File: config.mk
export PLATFORM = sky130hd
export DESIGN_NAME = control_unit
export DESIGN_NICKNAME = d
export VERILOG_FILES = /design/src/rtl/control_unit_pkg.sv /design/src/rtl/control_decode.sv /design/src/rtl/control_unit.sv
export SDC_FILE = /design/constraint.sdc
export NUM_CORES = 1
export LEC_CHECK = 0
export CORE_MARGIN = 2
export CORE_UTILIZATION = 42
export CTS_CLUSTER_SIZE = 30
export DETAILED_ROUTE_END_ITERATION = 6
export PLACE_DENSITY = 0.79
export SYNTH_ARGS = -nofsm -noshare
export SYNTH_HDL_FRONTEND = slang
export SYNTH_SLANG_ARGS = --single-unit
File: constraint.sdc
create_clock -name Clock -period 2.91 [get_ports Clock]
set_input_delay 0.291 -clock Clock [delete_from_list [all_inputs] [get_ports Clock]]
set_output_delay 0.291 -clock Clock [all_outputs]
set_load 0.01 [all_outputs]
File: src/rtl/control_unit_pkg.sv
// Shared definitions for the control unit: opcode values, FSM state
// encodings, the instruction-class enumeration and the packed control vector.
// Helper functions map an opcode to its class and a class to its final
// execute step.
package control_unit_pkg;

  // Opcodes, IR[31:27]
  localparam logic [4:0] OP_LD   = 5'b00000, OP_LDI  = 5'b00001, OP_ST   = 5'b00010,
                         OP_ADD  = 5'b00011, OP_SUB  = 5'b00100, OP_AND  = 5'b00101,
                         OP_OR   = 5'b00110, OP_ROR  = 5'b00111, OP_ROL  = 5'b01000,
                         OP_SHR  = 5'b01001, OP_SHRA = 5'b01010, OP_SHL  = 5'b01011,
                         OP_ADDI = 5'b01100, OP_ANDI = 5'b01101, OP_ORI  = 5'b01110,
                         OP_DIV  = 5'b01111, OP_MUL  = 5'b10000, OP_NEG  = 5'b10001,
                         OP_NOT  = 5'b10010, OP_BR   = 5'b10011, OP_JR   = 5'b10100,
                         OP_JAL  = 5'b10101, OP_IN   = 5'b10110, OP_OUT  = 5'b10111,
                         OP_MFHI = 5'b11000, OP_MFLO = 5'b11001, OP_NOP  = 5'b11010,
                         OP_HALT = 5'b11011;

  // State encoding; E0..E5 are consecutive so "next E step" is state + 1.
  localparam logic [3:0] S_RST  = 4'd0,
                         S_F0   = 4'd1, S_F1 = 4'd2, S_F2 = 4'd3, S_F3 = 4'd4,
                         S_E0   = 4'd5, S_E1 = 4'd6, S_E2 = 4'd7, S_E3 = 4'd8,
                         S_E4   = 4'd9, S_E5 = 4'd10,
                         S_HALT = 4'd11;

  typedef enum logic [3:0] {
    CLS_ALU3, CLS_IMM, CLS_UNARY, CLS_MULDIV, CLS_LDI, CLS_LD, CLS_ST,
    CLS_BR, CLS_JR, CLS_JAL, CLS_IN, CLS_OUT, CLS_MFHI, CLS_MFLO,
    CLS_NOP, CLS_HALT
  } instr_class_t;

  typedef struct packed {
    logic hi_in, lo_in, pc_in, mdr_in, z_in, y_in, mar_in, ir_in, con_in, outport_in;
    logic hi_out, lo_out, zhi_out, zlo_out, pc_out, mdr_out, inport_out, c_out;
    logic gra, grb, grc, r_in, r_out, ba_out;
    logic read, write, inc_pc;
  } ctrl_t;

  function automatic instr_class_t op_class(input logic [4:0] op);
    case (op)
      OP_ADD, OP_SUB, OP_AND, OP_OR, OP_ROR, OP_ROL,
      OP_SHR, OP_SHRA, OP_SHL:       return CLS_ALU3;
      OP_ADDI, OP_ANDI, OP_ORI:      return CLS_IMM;
      OP_NEG, OP_NOT:                return CLS_UNARY;
      OP_MUL, OP_DIV:                return CLS_MULDIV;
      OP_LDI:                        return CLS_LDI;
      OP_LD:                         return CLS_LD;
      OP_ST:                         return CLS_ST;
      OP_BR:                         return CLS_BR;
      OP_JR:                         return CLS_JR;
      OP_JAL:                        return CLS_JAL;
      OP_IN:                         return CLS_IN;
      OP_OUT:                        return CLS_OUT;
      OP_MFHI:                       return CLS_MFHI;
      OP_MFLO:                       return CLS_MFLO;
      OP_HALT:                       return CLS_HALT;
      default:                       return CLS_NOP;  // nop and unused codes
    endcase
  endfunction

  function automatic logic [3:0] last_e_state(input instr_class_t cls);
    case (cls)
      CLS_ALU3, CLS_IMM, CLS_LDI:    return S_E2;
      CLS_UNARY, CLS_JAL:            return S_E1;
      CLS_MULDIV, CLS_BR:            return S_E3;
      CLS_LD:                        return S_E5;
      CLS_ST:                        return S_E4;
      default:                       return S_E0;
    endcase
  endfunction

endpackage

File: src/rtl/control_decode.sv
// Combinational Moore decode of the control-unit state.
// Ports:
//   state  - registered FSM state
//   opcode - IR[31:27]
//   con    - branch condition flag
//   ctrl   - full control-signal vector (all zero in RST, HALT and idle steps)
module control_decode
  import control_unit_pkg::*;
(
  input  logic [3:0] state,
  input  logic [4:0] opcode,
  input  logic       con,
  output ctrl_t      ctrl
);

  instr_class_t cls;
  assign cls = op_class(opcode);

  always_comb begin
    // NOTE: default every output first so no path through the cases can infer a latch.
    ctrl = '0;
    case (state)
      S_F0: begin ctrl.pc_out = 1'b1; ctrl.mar_in = 1'b1; ctrl.inc_pc = 1'b1; end
      S_F1: ctrl.read = 1'b1;
      S_F2: begin ctrl.read = 1'b1; ctrl.mdr_in = 1'b1; end
      S_F3: begin ctrl.mdr_out = 1'b1; ctrl.ir_in = 1'b1; end
      S_E0, S_E1, S_E2, S_E3, S_E4, S_E5: begin
        case (cls)
          CLS_ALU3, CLS_IMM: begin
            case (state)
              S_E0: begin ctrl.grb = 1'b1; ctrl.r_out = 1'b1; ctrl.y_in = 1'b1; end
              S_E1: begin
                // Second operand comes from Rc or from the sign-extended C field.
                if (cls == CLS_ALU3) begin ctrl.grc = 1'b1; ctrl.r_out = 1'b1; end
                else                 ctrl.c_out = 1'b1;
                ctrl.z_in = 1'b1;
              end
              S_E2: begin ctrl.zlo_out = 1'b1; ctrl.gra = 1'b1; ctrl.r_in = 1'b1; end
              default: ;
            endcase
          end
          CLS_UNARY: begin
            case (state)
              S_E0: begin ctrl.grb = 1'b1; ctrl.r_out = 1'b1; ctrl.z_in = 1'b1; end
              S_E1: begin ctrl.zlo_out = 1'b1; ctrl.gra = 1'b1; ctrl.r_in = 1'b1; end
              default: ;
            endcase
          end
          CLS_MULDIV: begin
            case (state)
              S_E0: begin ctrl.gra = 1'b1; ctrl.r_out = 1'b1; ctrl.y_in = 1'b1; end
              S_E1: begin ctrl.grb = 1'b1; ctrl.r_out = 1'b1; ctrl.z_in = 1'b1; end
              S_E2: begin ctrl.zlo_out = 1'b1; ctrl.lo_in = 1'b1; end
              S_E3: begin ctrl.zhi_out = 1'b1; ctrl.hi_in = 1'b1; end
              default: ;
            endcase
          end
          CLS_LDI, CLS_LD, CLS_ST: begin
            // All three form the effective address Rb(or 0) + C in Z first.
            case (state)
              S_E0: begin ctrl.grb = 1'b1; ctrl.ba_out = 1'b1; ctrl.y_in = 1'b1; end
              S_E1: begin ctrl.c_out = 1'b1; ctrl.z_in = 1'b1; end
              S_E2: begin
                ctrl.zlo_out = 1'b1;
                if (cls == CLS_LDI) begin ctrl.gra = 1'b1; ctrl.r_in = 1'b1; end
                else                ctrl.mar_in = 1'b1;
              end
              S_E3: begin
                if (cls == CLS_LD) ctrl.read = 1'b1;
                else begin ctrl.gra = 1'b1; ctrl.r_out = 1'b1; ctrl.mdr_in = 1'b1; end
              end
              S_E4: begin
                if (cls == CLS_LD) begin ctrl.read = 1'b1; ctrl.mdr_in = 1'b1; end
                else               ctrl.write = 1'b1;
              end
              S_E5: begin ctrl.mdr_out = 1'b1; ctrl.gra = 1'b1; ctrl.r_in = 1'b1; end
              default: ;
            endcase
          end
          CLS_BR: begin
            case (state)
              S_E0: begin ctrl.gra = 1'b1; ctrl.r_out = 1'b1; ctrl.con_in = 1'b1; end
              S_E1: begin ctrl.pc_out = 1'b1; ctrl.y_in = 1'b1; end
              S_E2: begin ctrl.c_out = 1'b1; ctrl.z_in = 1'b1; end
              S_E3: begin ctrl.zlo_out = con; ctrl.pc_in = con; end
              default: ;
            endcase
          end
          CLS_JR:
            if (state == S_E0) begin ctrl.gra = 1'b1; ctrl.r_out = 1'b1; ctrl.pc_in = 1'b1; end
          CLS_JAL: begin
            case (state)
              S_E0: begin ctrl.pc_out = 1'b1; ctrl.grb = 1'b1; ctrl.r_in = 1'b1; end
              S_E1: begin ctrl.gra = 1'b1; ctrl.r_out = 1'b1; ctrl.pc_in = 1'b1; end
              default: ;
            endcase
          end
          CLS_IN:
            if (state == S_E0) begin ctrl.inport_out = 1'b1; ctrl.gra = 1'b1; ctrl.r_in = 1'b1; end
          CLS_OUT:
            if (state == S_E0) begin ctrl.gra = 1'b1; ctrl.r_out = 1'b1; ctrl.outport_in = 1'b1; end
          CLS_MFHI:
            if (state == S_E0) begin ctrl.hi_out = 1'b1; ctrl.gra = 1'b1; ctrl.r_in = 1'b1; end
          CLS_MFLO:
            if (state == S_E0) begin ctrl.lo_out = 1'b1; ctrl.gra = 1'b1; ctrl.r_in = 1'b1; end
          default: ;  // nop, halt: idle E0
        endcase
      end
      default: ;  // RST, HALT
    endcase
  end

endmodule

File: src/rtl/control_unit.sv
// Hardwired control unit: fetch/execute sequencer for the 32-bit CPU.
// Ports:
//   Clock, clr (async active-low reset), IR (opcode in IR[31:27]), CON, Stop
//   Run            - high in every state except RST and HALT
//   *in / *out     - register load enables and bus source selects
//   Gra..BAout     - register-file selects and control
//   Read/write/IncPC - memory strobes and PC increment
// A Stop request seen at any point during an instruction is held pending and
// acted on at that instruction's last execute step.
module control_unit
  import control_unit_pkg::*;
(
  input  logic        Clock,
  input  logic        clr,
  input  logic [31:0] IR,
  input  logic        CON,
  input  logic        Stop,
  output logic        Run,
  output logic        HIin, LOin, PCin, MDRin, Zin, Yin, MARin, IRin, CONin, OUTPORTin,
  output logic        HIout, LOout, ZHIout, ZLOout, PCout, MDRout, INPORTout, Cout,
  output logic        Gra, Grb, Grc, Rin, Rout, BAout,
  output logic        Read, write, IncPC
);

  logic [3:0]   state, state_next;
  logic         stop_pending;
  instr_class_t cls;
  ctrl_t        ctrl;
  logic         unused_ir_bits;

  assign cls            = op_class(IR[31:27]);
  assign unused_ir_bits = ^IR[26:0];

  always_comb begin
    state_next = S_RST;
    case (state)
      S_RST:  state_next = S_F0;
      S_F0:   state_next = S_F1;
      S_F1:   state_next = S_F2;
      S_F2:   state_next = S_F3;
      S_F3:   state_next = S_E0;
      S_E0, S_E1, S_E2, S_E3, S_E4, S_E5:
        if (state == last_e_state(cls))
          state_next = (cls == CLS_HALT || Stop || stop_pending) ? S_HALT : S_F0;
        else
          state_next = state + 4'd1;
      S_HALT: state_next = S_HALT;
      default: state_next = S_RST;
    endcase
  end

  always_ff @(posedge Clock or negedge clr) begin
    if (!clr) begin
      state        <= S_RST;
      stop_pending <= 1'b0;
    end else begin
      // NOTE: non-blocking assignments keep every register updating from pre-edge values.
      state <= state_next;
      if (state_next == S_F0) stop_pending <= 1'b0;
      else if (Stop)          stop_pending <= 1'b1;
    end
  end

  control_decode u_decode (
    .state  (state),
    .opcode (IR[31:27]),
    .con    (CON),
    .ctrl   (ctrl)
  );

  assign Run = (state != S_RST) && (state != S_HALT);

  assign HIin = ctrl.hi_in;   assign LOin = ctrl.lo_in;     assign PCin = ctrl.pc_in;
  assign MDRin = ctrl.mdr_in; assign Zin = ctrl.z_in;       assign Yin = ctrl.y_in;
  assign MARin = ctrl.mar_in; assign IRin = ctrl.ir_in;     assign CONin = ctrl.con_in;
  assign OUTPORTin = ctrl.outport_in;
  assign HIout = ctrl.hi_out; assign LOout = ctrl.lo_out;   assign ZHIout = ctrl.zhi_out;
  assign ZLOout = ctrl.zlo_out; assign PCout = ctrl.pc_out; assign MDRout = ctrl.mdr_out;
  assign INPORTout = ctrl.inport_out; assign Cout = ctrl.c_out;
  assign Gra = ctrl.gra;      assign Grb = ctrl.grb;        assign Grc = ctrl.grc;
  assign Rin = ctrl.r_in;     assign Rout = ctrl.r_out;     assign BAout = ctrl.ba_out;
  assign Read = ctrl.read;    assign write = ctrl.write;    assign IncPC = ctrl.inc_pc;

endmodule
==> results.sh, run 1 <==
export IMPL_start_util_pct=44.3
export IMPL_cpMostUsedCell="buf_4"
export IMPL_core_sq_mm=0.00305
export IMPL_slew_limit_headroom_pct=59.9
export IMPL_grt_max_degree=13
export IMPL_async_flop_share_pct=100
export IMPL_regArea_sq_um=125
export IMPL_period_needed_ns=2.79
export IMPL_syn_nets=244
export IMPL_synth_edf_count=0
export IMPL_grt_busiest_layer="met2"
export IMPL_vdd_drop_max_uv=121
export IMPL_place_area_sq_mm=0.00202
export IMPL_r2r_end="stop_pending"
export IMPL_instances_no_fill=322
export IMPL_drtIter0Drc=66
export IMPL_worst_ep_arrival_time_ns=2.50
export IMPL_yosysWarnings=0
export IMPL_hold_class="input pin to asynchronous set/reset pin"
export IMPL_diodes=0
export IMPL_mostFrequentLayoutCell="buf_4"
export IMPL_synthAdderAreaFrac_pct=7.40
export IMPL_tightest_slew_ns=0.592
export IMPL_fin_setup_tns_ns=0
export IMPL_finalInstanceArea_sq_mm=0.00216
export IMPL_p_leak_uw=0.00103
export IMPL_gr_usage_met2_pct=42.7
export IMPL_via_count=1774
export IMPL_p_per_area_mw_per_mm2=171
export IMPL_critPathCaptureType="output port"
export IMPL_dieArea_sq_mm=0.00369
export IMPL_ys_types=57
export IMPL_drc=0
export IMPL_period_share_pct=95.8
export IMPL_ys_seq_elements=5
export IMPL_die_h_um=60.8
export IMPL_n_fill_cell=266
export IMPL_synth_area_per_cell_sq_um=6.76
export IMPL_grt_remaining_overflow=0
export IMPL_cp_data_required_time_ns=2.62
export IMPL_post_drt_wl_per_cell_um=13.7
export IMPL_synthFlopType="dfrtp_1"
export IMPL_drive_above_1_share_pct=31.7
export IMPL_synth_compound_area_share_pct=34.1
export IMPL_postLayoutCoreUtil_pct=70.9
export IMPL_path_class="input pin to output port"
export IMPL_cts_tree="yes"
export IMPL_antenna_found_initial=0
export IMPL_fin_nets=323
export IMPL_cp_top_family="buffers and inverters"
export IMPL_multi_input_area_sq_mm=0.00115
export IMPL_worstPathMaxFanout=7
export IMPL_synthToLayoutAreaGrowth_pct=59.9
export IMPL_drtAntennaViolNets=0
export IMPL_max_freq_ghz=0.359
export IMPL_synth_xor_area_share_pct=3.89
export IMPL_core_rowCount=20
export IMPL_rsz0062_at_grt="false"
export IMPL_place_congestion=0.960
export IMPL_slowest_stage="or4_4"
export IMPL_cts_sinks=5
export IMPL_final_setup_viol_count=0
export IMPL_timing_final_hold_violations=0
export IMPL_max_cap_violations=0
export IMPL_slowest_delay_ns=0.48
export IMPL_clock_path_buffers=2
export IMPL_cp_cell_sequence="clkdlybuf4s50_1 > buf_4 > or4_4 > and3_4 > xnor2_1 > o21ai_1 > buf_4 > o221ai_1 > clkdlybuf4s15_1"
export IMPL_routed_wirelength_um=4410
export IMPL_final_max_slew_viol_count=0
export IMPL_via_per_inst=5.51
export IMPL_die_w_um=60.8
export IMPL_yosysSeqAreaShare_pct=9.25
export IMPL_synthCells=200
export IMPL_placement_io_buffers=36
export IMPL_hold_buffers=0
export IMPL_path_clk_slew_ns=0.04
export IMPL_met1_usage_pct=31.5
export IMPL_path_buf_inv=4
export IMPL_synth_area_mux_share_pct=3.33
export IMPL_grtUsageMet3_pct=4.48
export IMPL_insertion_delay_ns=0.24
export IMPL_skew_ns=0.00564
export IMPL_dpl_cell_count=308
export IMPL_final_cell_mix="54 x buf_4, 24 x nand2_1, 20 x nor2_1"
export IMPL_rr_startpoint="state[1]"
export IMPL_num_io_pins=64
export IMPL_gr_usage_all_layers_pct=24.0
export IMPL_grt_pass1_wl_um=6960
export IMPL_htreeDepth=1
export IMPL_hpwl_um=3400
export IMPL_regToRegSetupSlack_ns=0.84
export IMPL_synth_top_family_by_area="compound AO/OA/AOI/OAI gates"
export IMPL_synth_simple_area_share_pct=32.8
export IMPL_r2r_cells=9
export IMPL_outcome="finished, final reports clean"
export IMPL_hold_ws_ns=0.263
export IMPL_clockRootBuffer="clkbuf_4"
export IMPL_cts_inserted_buffers=3
export IMPL_synth_area_sq_mm=0.00135
export IMPL_drtPass1Iterations=4
export IMPL_start_kind="input pin"
export IMPL_grt_pass1_vias=1591
per-stage QoR:
| stage | worst slack, ns | total power (uW) |
|---|---|---|
| after floorplan | 0.553 | 177 |
| after global placement | -0.339 | 253 |
| after detailed placement | -0.346 | 255 |
| after CTS | 0.00130 | 353 |
| after global routing | 0.0253 | 393 |
| final | 0.122 | 370 |
flip-flops by register name (all words and copies together), names as in the netlist:
name,count
stop_pending,1
state,4
cell type report:
type | count | area share [%]
well taps | 44 | 2.54
inverters | 6 | 1.04
multi-input cells | 170 | 53.3
clock buffers | 4 | 1.21
flip-flops and latches | 5 | 5.78
repair buffers | 93 | 36.1
repair_timing:
| action | CTS | global route |
|---|---|---|
| pin swaps | 5 | 5 |
| buffers inserted | 4 | 5 |
| setup endpoints to repair | 22 | 17 |
| cloned | 0 | 1 |
| gates resized for setup | 40 | 12 |
worst register-to-register path: cells and delay by family (launching register included):
family	cells	cell delay [ns]
AO/OA/AOI/OAI	3	0.49
adder cells (fa/ha/maj)	1	0.35
buffers and inverters	2	0.34
flip-flops	1	0.41
AND/OR/NAND/NOR	3	0.35
where the power goes:
part / total, uW / internal (uW) / switching [uW]
Combinational: 221 / 111 / 110
Sequential: 69.8 / 69.8 / 0.00000000000000664
Clock: 79.4 / 51.8 / 27.6
Total: 370 / 233 / 137
synthesized netlist by cell type, drive strengths merged, types with 3 or more instances:
master,number,area (sq um)
nand2,27,101
nor2,23,93.8
o21ai,17,88.8
a21oi,10,50.1
clkbuf,10,37.5
buf,9,63.8
ha,8,100
nor3,8,45.0
inv,6,22.5
a31oi,5,31.3
dfrtp,5,125
nand3,5,25.0
and2,4,25.0
o221ai,4,35.0
xnor2,4,35.0
a21o,3,22.5
mux2i,3,30.0
nand2b,3,18.8
nand4,3,18.8
nor2b,3,18.8
o311a,3,30.0
o31ai,3,27.5
kinds of logic after synthesis:
family	after synthesis
compound gates	64
xor+xnor	6
fa+ha+maj	8
buf+inv	25
flops	5
mux	4
simple gates	88
how the worst max path moves through the flow:
stage | from | end | slack (ns) | cells past startpoint
finish | IR[31] | ZLOout | 0.12 | 9
global route | IR[31] | stop_pending | 0.03 | 12
CTS | IR[28] | ZLOout | 0.001 | 10
global placement | IR[27] | Rout | -0.34 | 12
detailed placement | IR[27] | Rout | -0.35 | 12
floorplan | IR[30] | stop_pending | 0.55 | 10
layer usage:
metal | vias to the layer above | wire length, um
met5 | - | 0
met3 | 4 | 275
li1 | 893 | -
met1 | 806 | 1950
met4 | 0 | 21
met2 | 71 | 2160
(Power assumes the default switching activity.)
==> run 2: changes to the inputs <==
==> constraint.sdc (replaced) <==
create_clock -name Clock -period 3.19 [get_ports Clock]
set_input_delay 0.319 -clock Clock [delete_from_list [all_inputs] [get_ports Clock]]
set_output_delay 0.319 -clock Clock [all_outputs]
set_load 0.01 [all_outputs]
==> run 2 against run 1 <==
Compared with the run above: sequential share of layout area up 0.31 points; critical path depth up 2; non-clock buffer count down 14; first-iteration DRC count up 62%; utilization down 3.6 points; clock-buffer cell count unchanged; global-route usage down 0.91 points; critical path type unchanged.
==> results.sh, run 2 (synthesized netlist as in run 1, its figures left out) <==
export IMPL_n_fill_cell=268
export IMPL_hold_class="input pin to asynchronous set/reset pin"
export IMPL_final_setup_viol_count=0
export IMPL_outcome="finished, final reports clean"
export IMPL_critPathCaptureType="output port"
export IMPL_synthToLayoutAreaGrowth_pct=51.7
export IMPL_reg_top3="state x4, stop_pending x1"
export IMPL_drc=0
export IMPL_finalPower_uw=329
export IMPL_grt_max_degree=15
export IMPL_insertion_delay_ns=0.26
export IMPL_diodes=0
export IMPL_worstPathMaxFanout=7
export IMPL_max_freq_ghz=0.324
export IMPL_cp_top_family="buffers and inverters"
export IMPL_core_sq_mm=0.00305
export IMPL_p_leak_uw=0.000974
export IMPL_regMostFlops="state"
export IMPL_cts_sinks=5
export IMPL_grt_pass1_vias=1442
export IMPL_period_needed_ns=3.09
export IMPL_hpwl_um=3300
export IMPL_drtAntennaViolNets=0
export IMPL_clockRootBuffer="clkbuf_4"
export IMPL_drtIter0Drc=107
export IMPL_p_per_area_mw_per_mm2=160
export IMPL_cts_tree="yes"
export IMPL_path_clk_slew_ns=0.05
export IMPL_post_drt_wl_per_cell_um=13.7
export IMPL_vdd_drop_max_uv=83.5
export IMPL_largest_register_ffs=4
export IMPL_start_util_pct=44.3
export IMPL_slowest_stage="clkdlybuf4s50_1"
export IMPL_grt_remaining_overflow=0
export IMPL_cp_cell_sequence="clkdlybuf4s50_1 > buf_4 > ha_1 > o211ai_1 > o311a_1 > buf_6 > nand2_2 > buf_4 > nor2_1 > buf_4 > clkdlybuf4s50_1"
export IMPL_skew_ns=0.00351
export IMPL_die_h_um=60.8
export IMPL_drive_above_1_share_pct=25.0
export IMPL_htreeDepth=1
export IMPL_dieArea_sq_mm=0.00369
export IMPL_rsz0062_at_grt="false"
export IMPL_die_w_um=60.8
export IMPL_cts_inserted_buffers=3
export IMPL_placement_io_buffers=36
export IMPL_path_class="input pin to output port"
export IMPL_period_share_pct=96.9
export IMPL_worst_ep_arrival_time_ns=2.77
export IMPL_max_cap_violations=0
export IMPL_slew_limit_headroom_pct=57.6
export IMPL_via_per_inst=5.53
export IMPL_fin_nets=309
export IMPL_antenna_found_initial=0
export IMPL_clock_path_buffers=2
export IMPL_mostFrequentLayoutCell="buf_4"
export IMPL_tightest_slew_ns=0.626
export IMPL_cp_data_required_time_ns=2.87
export IMPL_place_congestion=0.941
export IMPL_final_cell_mix="41 x buf_4, 26 x nand2_1, 21 x nor2_1"
export IMPL_final_max_slew_viol_count=0
export IMPL_grt_pass1_wl_um=6630
export IMPL_drtPass1Iterations=4
export IMPL_core_rowCount=20
export IMPL_path_buf_inv=6
export IMPL_num_io_pins=64
export IMPL_gr_usage_all_layers_pct=23.0
export IMPL_fin_setup_tns_ns=0
export IMPL_cpMostUsedCell="buf_4"
export IMPL_via_count=1702
export IMPL_routed_wirelength_um=4230
export IMPL_start_kind="input pin"
export IMPL_timing_final_hold_violations=0
export IMPL_slowest_delay_ns=0.53
run 2: final timing paths:
check	start	endpoint	slack [ns]	cells after the start
max	IR[27]	Grc	0.1	11
min	clr	state[1]	0.29	1
max reg2reg	state[1]	stop_pending	0.87	8
min reg2reg	stop_pending	stop_pending	0.55	2
max in group asynchronous	clr	state[3]	2.69	1
min in group Clock	stop_pending	stop_pending	0.55	2
run 2: area by class of cell:
class / count / area (sq um) / area share, %
multi-input combinational: 170 / 1140 / 55.5
timing repair buffer: 79 / 683 / 33.3
sequential: 5 / 125 / 6.10
tap: 44 / 55.1 / 2.68
clock buffer: 4 / 26.3 / 1.28
inverter: 6 / 22.5 / 1.10
run 2: layer usage:
layer	wire length (um)	vias to the layer above	global-route usage (%)	part of all wire, %
li1	-	860	-	-
met1	1910	775	32.5	45
met2	2070	63	38.4	49
met3	214	4	0.640	5.1
met4	32	0	6.83	0.76
met5	0	-	0	0
run 2: repair_timing:
action	4_1_cts	5_1_grt
buffers inserted	0	4
endpoints found under the setup margin	15	15
gates cloned	0	1
gates resized for setup	16	16
endpoints found under the hold margin	0	0
pin swaps	0	3
hold buffers	0	0
run 2: through the flow:
stage / instance area (sq um) / util [%] / setup slack (ns) / cells / hold WS (ns)
floorplan: 1350 / - / 0.791 / 200 / 0.0234
finish: 2050 / 67.2 / 0.0992 / 308 / 0.293
global placement: 1950 / 63.9 / -0.155 / 299 / 0.538
CTS: 1970 / 64.4 / 0.00154 / 303 / 0.292
global route: 2050 / 67.2 / 0.000803 / 308 / 0.307
detailed placement: 1950 / 63.9 / -0.212 / 299 / 0.539
run 2: worst reg2reg max path, cell delays in order (launching register included):
cell and delay, ns:
dfrtp_1 0.41, inv_1 0.17, ha_1 0.37, mux2i_1 0.12, a21oi_1 0.46, nand2_1 0.13, o31ai_2 0.25, nor3b_2 0.20
a31oi_1 0.09
run 2: report_power, final:
group	internal, uW	switching [uW]
clock	47.6	31.0
sequential	63.6	0.00000000000000606
combinational	91.9	95.3
==> run 3: changes to the inputs <==
--- a/config.mk
+++ b/config.mk
@@ -5,10 +5,11 @@
 export SDC_FILE = /design/constraint.sdc
 export NUM_CORES = 1
 export LEC_CHECK = 0
-export CORE_MARGIN = 2
+export CORE_MARGIN = 8
 export CORE_UTILIZATION = 42
 export CTS_CLUSTER_SIZE = 30
 export DETAILED_ROUTE_END_ITERATION = 6
+export MAX_ROUTING_LAYER = met4
 export PLACE_DENSITY = 0.79
 export SYNTH_ARGS = -nofsm -noshare
 export SYNTH_HDL_FRONTEND = slang
==> run 3 against run 2 <==
Compared with the run above: utilization decreased by 0.94 points; sequential power about the same; maximum frequency fell by 0.97%; die area grew 43%; critical path depth up 1; routed wire length up 3.7%; sequential share of layout area grew 0.087 points; first-iteration DRC count grew 71%; via count grew 1.7%; register-to-register slack gained 0.13 ns; global-route usage down 7.1 points; total power fell by 5.2%; highest routed layer unchanged.
==> results.sh, run 3 (synthesized netlist as in run 1, its figures left out) <==
export IMPL_drive_above_1_share_pct=22.9
export IMPL_fin_nets=303
export IMPL_layout_setup_ws_ns=0.0691
export IMPL_mostFrequentLayoutCell="buf_4"
export IMPL_rr_startpoint="state[0]"
export IMPL_clock_path_buffers=2
export IMPL_drc=0
export IMPL_final_max_slew_viol_count=0
export IMPL_r2r_cells=9
export IMPL_grt_remaining_overflow=0
export IMPL_critPathLaunch="IR[27]"
export IMPL_outcome="finished, final reports clean"
export IMPL_p_per_area_mw_per_mm2=154
export IMPL_timing_final_hold_violations=0
export IMPL_via_count=1731
export IMPL_largest_register_ffs=4
export IMPL_path_clk_slew_ns=0.04
export IMPL_htreeDepth=1
export IMPL_cts_inserted_buffers=3
export IMPL_max_freq_ghz=0.320
export IMPL_core_sq_mm=0.00305
export IMPL_regMostFlops="state"
export IMPL_dieArea_sq_mm=0.00529
export IMPL_reg_top3="state x4, stop_pending x1"
export IMPL_hpwl_um=3400
export IMPL_skew_ns=0.000966
export IMPL_post_drt_wl_per_cell_um=14.5
export IMPL_worstPathMaxFanout=6
export IMPL_core_rowCount=20
export IMPL_dpl_worst_slack_ns=-0.237
export IMPL_insertion_delay_ns=0.24
export IMPL_critPathCaptureType="output port"
export IMPL_postLayoutCoreUtil_pct=66.3
export IMPL_slew_limit_headroom_pct=68.8
export IMPL_via_per_inst=5.73
export IMPL_drtAntennaViolNets=0
export IMPL_max_cap_violations=0
export IMPL_gr_usage_all_layers_pct=16.0
export IMPL_grt_pass1_vias=1611
export IMPL_hold_ws_ns=0.301
export IMPL_grt_pass1_wl_um=6960
export IMPL_drtPass1Iterations=4
export IMPL_place_congestion=0.928
export IMPL_period_share_pct=97.8
export IMPL_hold_buffers=0
export IMPL_grt_max_degree=15
export IMPL_drtIter0Drc=183
export IMPL_dpl_cell_count=297
export IMPL_n_fill_cell=289
export IMPL_path_class="input pin to output port"
export IMPL_routed_wirelength_um=4390
export IMPL_placement_io_buffers=36
export IMPL_final_setup_viol_count=0
export IMPL_cp_data_required_time_ns=2.87
export IMPL_worst_ep_arrival_time_ns=2.80
export IMPL_period_needed_ns=3.12
export IMPL_tightest_slew_ns=0.469
export IMPL_final_cell_mix="34 x buf_4, 27 x nand2_1, 19 x nor2_1"
export IMPL_cts_sinks=5
export IMPL_start_util_pct=44.3
export IMPL_p_leak_uw=0.000974
export IMPL_antenna_found_initial=0
export IMPL_rsz0062_at_grt="true"
export IMPL_die_h_um=72.8
export IMPL_hold_class="input pin to asynchronous set/reset pin"
export IMPL_die_w_um=72.8
export IMPL_num_io_pins=64
export IMPL_synthToLayoutAreaGrowth_pct=49.6
export IMPL_diodes=0
export IMPL_start_kind="input pin"
export IMPL_instances_no_fill=302
export IMPL_vdd_drop_max_uv=93.7
export IMPL_cts_tree="yes"
export IMPL_clockRootBuffer="clkbuf_4"
run 3: changes by cell type in the layout (fill, tap and decap cells not counted), moves of 2 or more:
cell and change:
dlymetal6s2s_1 +2, nor2_1 -2, buf_4 -7, dlygate4sd2_1 -3
run 3: final cells by class:
| cell class | instances | area (sq um) | area share, % |
|---|---|---|---|
| multi-input cells | 170 | 1140 | 56.2 |
| clock buffers | 4 | 26.3 | 1.30 |
| flip-flops and latches | 5 | 125 | 6.18 |
| repair buffers | 73 | 657 | 32.5 |
| inverters | 6 | 22.5 | 1.11 |
| well taps | 44 | 55.1 | 2.72 |
run 3: per-layer routing:
layer	up-vias	global-route usage, %	share of wire (%)
met1	822	19.6	44
li1	848	-	-
met3	2	1.92	5.5
met4	0	3.11	0.52
met5	-	-	0
met2	59	27.2	50
run 3: final timing paths:
check	endpoint	slack (ns)
setup reg to reg	stop_pending	1.00
hold reg to reg	stop_pending	0.57
setup / recovery	Rout	0.07
max in group asynchronous	state[2]	2.70
min in group Clock	stop_pending	0.57
hold / removal	state[1]	0.30
run 3: worst max-delay path, stage by stage:
cell and delay, ns:
clkdlybuf4s50_1 0.47, inv_1 0.08, ha_1 0.30, o31ai_2 0.26, a21oi_2 0.08, or3_4 0.42
nand2_1 0.10, o21ai_0 0.08, o21ba_2 0.20, o22ai_1 0.11, nand3_1 0.09, dlygate4sd2_1 0.30
run 3: timing repair:
action	CTS	global route
gates resized for setup	13	18
pin swaps	0	0
buffers inserted	0	0
cloned	0	1
setup endpoints to repair	16	16
run 3: where the power goes:
part,switching (uW),internal [uW],total (uW)
sequential,0.0000000000000118,63.6,63.6
combinational,92.7,82.2,175
clock,26.3,47.3,73.6
total,119,193,312
run 3: per-stage QoR:
step                      instance area (sq um)  power [uW]  TNS, ns
after floorplan                            1350         161        0
after global placement                     1940         221    -1.56
after detailed placement                   1940         223    -1.80
after CTS                                  1960         299        0
after global routing                       2020         336  -0.0543
final                                      2020         312        0
